## src/rtl/sprite_pkg.sv

```systemverilog
// rtl/sprite_pkg.sv - shared sprite mask type and latch state encoding
package sprite_pkg;
    localparam int NUM_SPRITES = 14;

    typedef logic [NUM_SPRITES-1:0] sprite_mask_t;

    typedef enum logic {
        S_IDLE,
        S_SHOW
    } state_t;
endpackage

```

## src/rtl/sprite_lowest_onehot.sv

```systemverilog
// rtl/sprite_lowest_onehot.sv - isolates the lowest set bit of a sprite mask
module sprite_lowest_onehot
    import sprite_pkg::*;
(
    input  sprite_mask_t in_mask,
    output sprite_mask_t out_mask
);
    assign out_mask = in_mask & (~in_mask + sprite_mask_t'(1));
endmodule

```

## src/rtl/sprite_hit_latch.sv

```systemverilog
// rtl/sprite_hit_latch.sv - holds one-hot drum sprites for HOLD_FRAMES frames; SPRITE_HIT_PENDING_EN enables queue mode
module sprite_hit_latch
    import sprite_pkg::*;
#(
    parameter int HOLD_FRAMES = 15,
    parameter int CNT_W       = 8
) (
    input  logic                   clk,
    input  logic                   rst_n,
    input  logic [NUM_SPRITES-1:0] hit,
    input  logic                   frame_tick,
    output logic [NUM_SPRITES-1:0] sprites,
    output logic                   busy
);
    localparam logic [CNT_W-1:0] HOLD = CNT_W'(HOLD_FRAMES);
    localparam logic [CNT_W-1:0] ONE  = CNT_W'(1);

    state_t            state_q, state_d;
    sprite_mask_t      sprites_q, sprites_d;
    logic              busy_q, busy_d;
    logic [CNT_W-1:0]  cnt_q, cnt_d;
    sprite_mask_t      sel_in, sel_out;
    logic              expire;

    assign expire = frame_tick && (cnt_q == ONE);

`ifdef SPRITE_HIT_PENDING_EN
    sprite_mask_t pending_q, pending_d, pending_next;

    // pending is always empty in IDLE, so this also serves the IDLE load
    assign pending_next = pending_q | hit;
    assign sel_in       = pending_next;
`else
    assign sel_in = hit;
`endif

    sprite_lowest_onehot u_lowest (
        .in_mask  (sel_in),
        .out_mask (sel_out)
    );

    always_comb begin
        state_d   = state_q;
        sprites_d = sprites_q;
        busy_d    = busy_q;
        cnt_d     = cnt_q;
`ifdef SPRITE_HIT_PENDING_EN
        pending_d = pending_q;
`endif
        if (state_q == S_IDLE) begin
            if (|hit) begin
                state_d   = S_SHOW;
                sprites_d = sel_out;
                busy_d    = 1'b1;
                cnt_d     = HOLD;
`ifdef SPRITE_HIT_PENDING_EN
                pending_d = hit & ~sel_out;
`endif
            end
        end else begin
`ifdef SPRITE_HIT_PENDING_EN
            if (|(hit & sprites_q)) begin
                cnt_d     = HOLD;
                pending_d = pending_q | (hit & ~sprites_q);
            end else if (expire) begin
                if (|pending_next) begin
                    sprites_d = sel_out;
                    cnt_d     = HOLD;
                    pending_d = pending_next & ~sel_out;
                end else begin
                    state_d   = S_IDLE;
                    sprites_d = '0;
                    busy_d    = 1'b0;
                    cnt_d     = '0;
                    pending_d = '0;
                end
            end else begin
                pending_d = pending_q | hit;
                if (frame_tick) cnt_d = cnt_q - ONE;
            end
`else
            if (|hit) begin
                sprites_d = sel_out;
                cnt_d     = HOLD;
            end else if (expire) begin
                state_d   = S_IDLE;
                sprites_d = '0;
                busy_d    = 1'b0;
                cnt_d     = '0;
            end else if (frame_tick) begin
                cnt_d = cnt_q - ONE;
            end
`endif
        end
    end

    always_ff @(posedge clk or negedge rst_n) begin
        if (!rst_n) begin
            state_q   <= S_IDLE;
            sprites_q <= '0;
            busy_q    <= 1'b0;
            cnt_q     <= '0;
`ifdef SPRITE_HIT_PENDING_EN
            pending_q <= '0;
`endif
        end else begin
            state_q   <= state_d;
            sprites_q <= sprites_d;
            busy_q    <= busy_d;
            cnt_q     <= cnt_d;
`ifdef SPRITE_HIT_PENDING_EN
            pending_q <= pending_d;
`endif
        end
    end

    assign sprites = sprites_q;
    assign busy    = busy_q;
endmodule

```

## config.mk

```make
export PLATFORM = sky130hd
export DESIGN_NAME = sprite_hit_latch
export DESIGN_NICKNAME = d
export VERILOG_FILES = /design/src/rtl/sprite_pkg.sv /design/src/rtl/sprite_lowest_onehot.sv /design/src/rtl/sprite_hit_latch.sv
export SDC_FILE = /design/constraint.sdc
export NUM_CORES = 1
export LEC_CHECK = 0
export BUFFER_PORTS_ARGS = -buffer_cell sky130_fd_sc_hd__buf_4
export CAP_MARGIN = 15
export CORE_MARGIN = 8
export CORE_UTILIZATION = 40
export DETAILED_ROUTE_END_ITERATION = 6
export PLACE_DENSITY = 0.64
export SLEW_MARGIN = 20
export SYNTH_ARGS = -nofsm -noshare
export SYNTH_HDL_FRONTEND = slang
export SYNTH_SLANG_ARGS = --single-unit
```

## constraint.sdc

```tcl
create_clock -name clk -period 5.3 [get_ports clk]
set_input_delay 1.59 -clock clk [delete_from_list [all_inputs] [get_ports clk]]
set_output_delay 1.59 -clock clk [all_outputs]
set_load 0.01 [all_outputs]
```

==> results.py <==
metrics = {
    "clock_network": {
        "cts_resized": 0,
        "numCtsBuffers": 3,
        "clkSinkCount": 24,
        "post_cts_buffers": 0,
        "clock_path_buffers": 2,
        "postCtsHoldBufs": 0,
        "cts-root-buf": "clkbuf_4",
        "htree_levels": 1,
        "insertion_delay_ns": 0.32,
        "cts_tree": "yes",
        "path_clk_slew_ns": 0.14,
    },
    "logic_synthesis": {
        "ys_warn_count": 0,
        "syn_nets": 125,
        "yosysUniqueCellTypes": 34,
        "yosys_register_bits": 24,
        "syn_inst": 106,
        "synth_area_um2": 1152,
        "ys_seq_area_share_pct": 52.12,
        "avgSynthCellArea_um2": 10.87,
    },
    "route": {
        "drt_iter0_markers": 27,
        "wirelength_um": 2522,
        "vias": 904,
        "drcViolationCount": 0,
        "drt_first_pass_iters": 4,
        "wl_per_cell_um": 14.84,
        "avgViaCountPerCell": 5.318,
        "ant_nets": 0,
    },
    "setup_path": {
        "rr_startpoint": "cnt_q[4]",
        "r2r_slack_ns": 3.23,
        "slowest_delay_ns": 0.51,
        "worst_setup_path_end_kind": "flop",
        "path_delay_family": "simple AND/OR/NAND/NOR gates",
        "cp.required_ns": 5.51,
        "critPathBufInv": 1,
        "r2r-end": "sprites[12]",
        "worstPathArrival_ns": 3.14,
        "path_depth": 5,
        "start_kind": "primary input",
        "crit_chain": "buf_4, nor3_1, nand4b_4, or2_2, a211o_1",
        "cpMaxStageDelayCell": "nor3_1",
        "r2r_cells": 4,
        "worstSetupPathType": "in2reg",
        "critPathMaxFanout": 9,
    },
    "hold_path": {
        "min_delay_path_depth": 1,
        "hp-start": "sprites[0]",
        "whs_endpoint": "sprites[0]",
        "hp-class": "reg2reg",
    },
    "die": {
        "row_count": 19,
        "chipWidth_um": 69.68,
        "design.die.area_um2": 4855,
        "die_h_um": 69.68,
        "initial_core_util_pct": 41.79,
        "coreArea_um2": 2758,
        "ioPinCount": 32,
    },
    "status": {
        "run_status": "complete, no violations",
    },
    "final_layout": {
        "layout_common_cells": "31 x buf_4, 24 x dfrtp_1, 11 x nor2_1",
        "diodes": 0,
        "final_common_cell": "buf_4",
        "drive_gt1_share_pct": 32.37,
        "fin_nets": 159,
        "final_util_pct": 52.99,
        "area_growth_pct": 26.82,
    },
    "placement": {
        "pre_cts_ws_ns": 2.046,
        "routabilityCongestion": 0.7597,
        "portBuffers": 31,
        "hpwl_um": 1959,
    },
    "sta": {
        "relSlewSlack_pct": 59.75,
        "rsz0062_at_grt": "no",
        "setup_tns_ns": 0,
        "fmax_mhz": 342.2,
        "setup_violations": 0,
        "finClkSkew_ns": 0.007354,
        "fin_ws_ns": 2.378,
        "layout_min_cycle_time_ns": 2.922,
        "slew_violations": 0,
        "hold_viol": 0,
        "worst_slew_pin_slew_ns": 0.5991,
        "period_share_pct": 55.14,
    },
    "grt": {
        "track_usage_pct": 10.38,
        "grt_pass1_wl_um": 4291,
        "grt_max_degree": 25,
        "grt-ovfl-total": 0,
        "grt_pass1_vias": 942,
        "antenna_found_initial": 0,
    },
    "power_and_ir_drop": {
        "leakagePower_nw": 0.6917,
        "cellPowerDensity_nw_per_um2": 236.5,
        "peakVddDrop_v": 0.0001532,
    },
    "job": {
        "cap_violations": 0,
    },
}
-- worst reg2reg max path, cell delays in order, from the launching register on --
cell	delay [ns]
dfrtp_1	0.43
or4_4	0.58
or3b_1	0.49
nor3b_4	0.24
a22o_1	0.23
-- power breakdown --
group / switching [mW] / leakage (nW) / total, mW / internal [mW]
clock network: 0.0572 / 0.0279 / 0.134 / 0.0764
logic: 0.0134 / 0.364 / 0.0264 / 0.0129
registers: 0.000854 / 0.300 / 0.186 / 0.185
total: 0.0715 / 0.692 / 0.346 / 0.274
-- through the flow --
step | cells | hold slack [ns] | power (mW) | instance area (µm²)
2_1_floorplan | 106 | 0.4911 | 0.1965 | 1152
3_3_place_gp | 166 | 0.4789 | 0.2154 | 1409
3_5_place_dp | 166 | 0.4810 | 0.2157 | 1409
4_1_cts | 170 | 0.5132 | 0.3491 | 1461
5_1_grt | 170 | 0.5329 | 0.3557 | 1461
6_report | 170 | 0.5117 | 0.3456 | 1461
-- layer usage --
| layer | global-route usage [%] | share of wire, % | wire, µm |
|---|---|---|---|
| met5 | 0 | 0 | 0 |
| met4 | 4.688 | 1.1 | 28 |
| met3 | 3.004 | 5.9 | 149 |
| met2 | 16.29 | 46 | 1149 |
| met1 | 12.79 | 47 | 1194 |
-- worst max path at each step --
stage,start,end,slack [ns]
2_1_floorplan,hit[2],cnt_q[2],2.27
3_3_place_gp,hit[2],cnt_q[3],2.08
3_5_place_dp,hit[2],cnt_q[0],2.05
4_1_cts,hit[2],cnt_q[0],2.41
5_1_grt,hit[2],cnt_q[2],2.29
6_report,hit[2],cnt_q[2],2.38
-- logic make-up (layout without fill, tap and decap cells) --
group / count (synthesis) / count (layout) / share of synthesized area [%]
mux: 2 / 2 / 1.737
fa+ha+maj: 2 / 2 / 2.171
flops: 24 / 24 / 52.12
simple gates: 43 / 43 / 24.00
compound gates: 24 / 24 / 15.75
buf+inv: 11 / 44 / 4.234
-- sequential cells by signal, summed over array words and instances, names as in the netlist --
signal   cells
sprites     14
cnt_q        8
busy         1
state_q      1
-- cell type report --
| class | count | area (µm²) |
|---|---|---|
| Multi-Input combinational cell | 71 | 503.0 |
| Clock inverter | 1 | 30.03 |
| Tap cell | 31 | 38.79 |
| Inverter | 9 | 33.78 |
| Fill cell | 256 | 1296 |
| Clock buffer | 3 | 22.52 |
| Sequential cell | 24 | 600.6 |
| Timing Repair Buffer | 31 | 232.7 |
-- synth_stat cells --
cell       instances  area share (%)
and2b_2            1            0.76
buf_6              1            0.98
and2_1             1            0.54
ha_1               2             2.2
clkbuf_1           1            0.33
nor2_1            11             3.6
dfrtp_1           24              52
nor3b_4            1             1.6
or3b_1             1            0.76
o21ai_0            2            0.87
nand4b_4           1             2.1
nand3_1            3             1.3
nand2b_2           1            0.76
a31oi_1            2             1.1
or4_2              1            0.76
nand2_1            3            0.98
a32oi_1            1            0.76
nor4_1             4             2.2
a22o_1             6             4.6
or3_1              2             1.1
or2_2              2             1.1
o211ai_1           1            0.65
and4bb_2           1             1.1
or4_4              1            0.98
mux2i_1            2             1.7
o22ai_1            1            0.54
inv_1              9             2.9
a21oi_1            4             1.7
a211o_2            1            0.87
nand4bb_1          1            0.98
a32o_1             2             1.7
nor3_1             8             3.5
a21o_1             1            0.65
a211o_1            3             2.3
(Power assumes the default switching activity.)
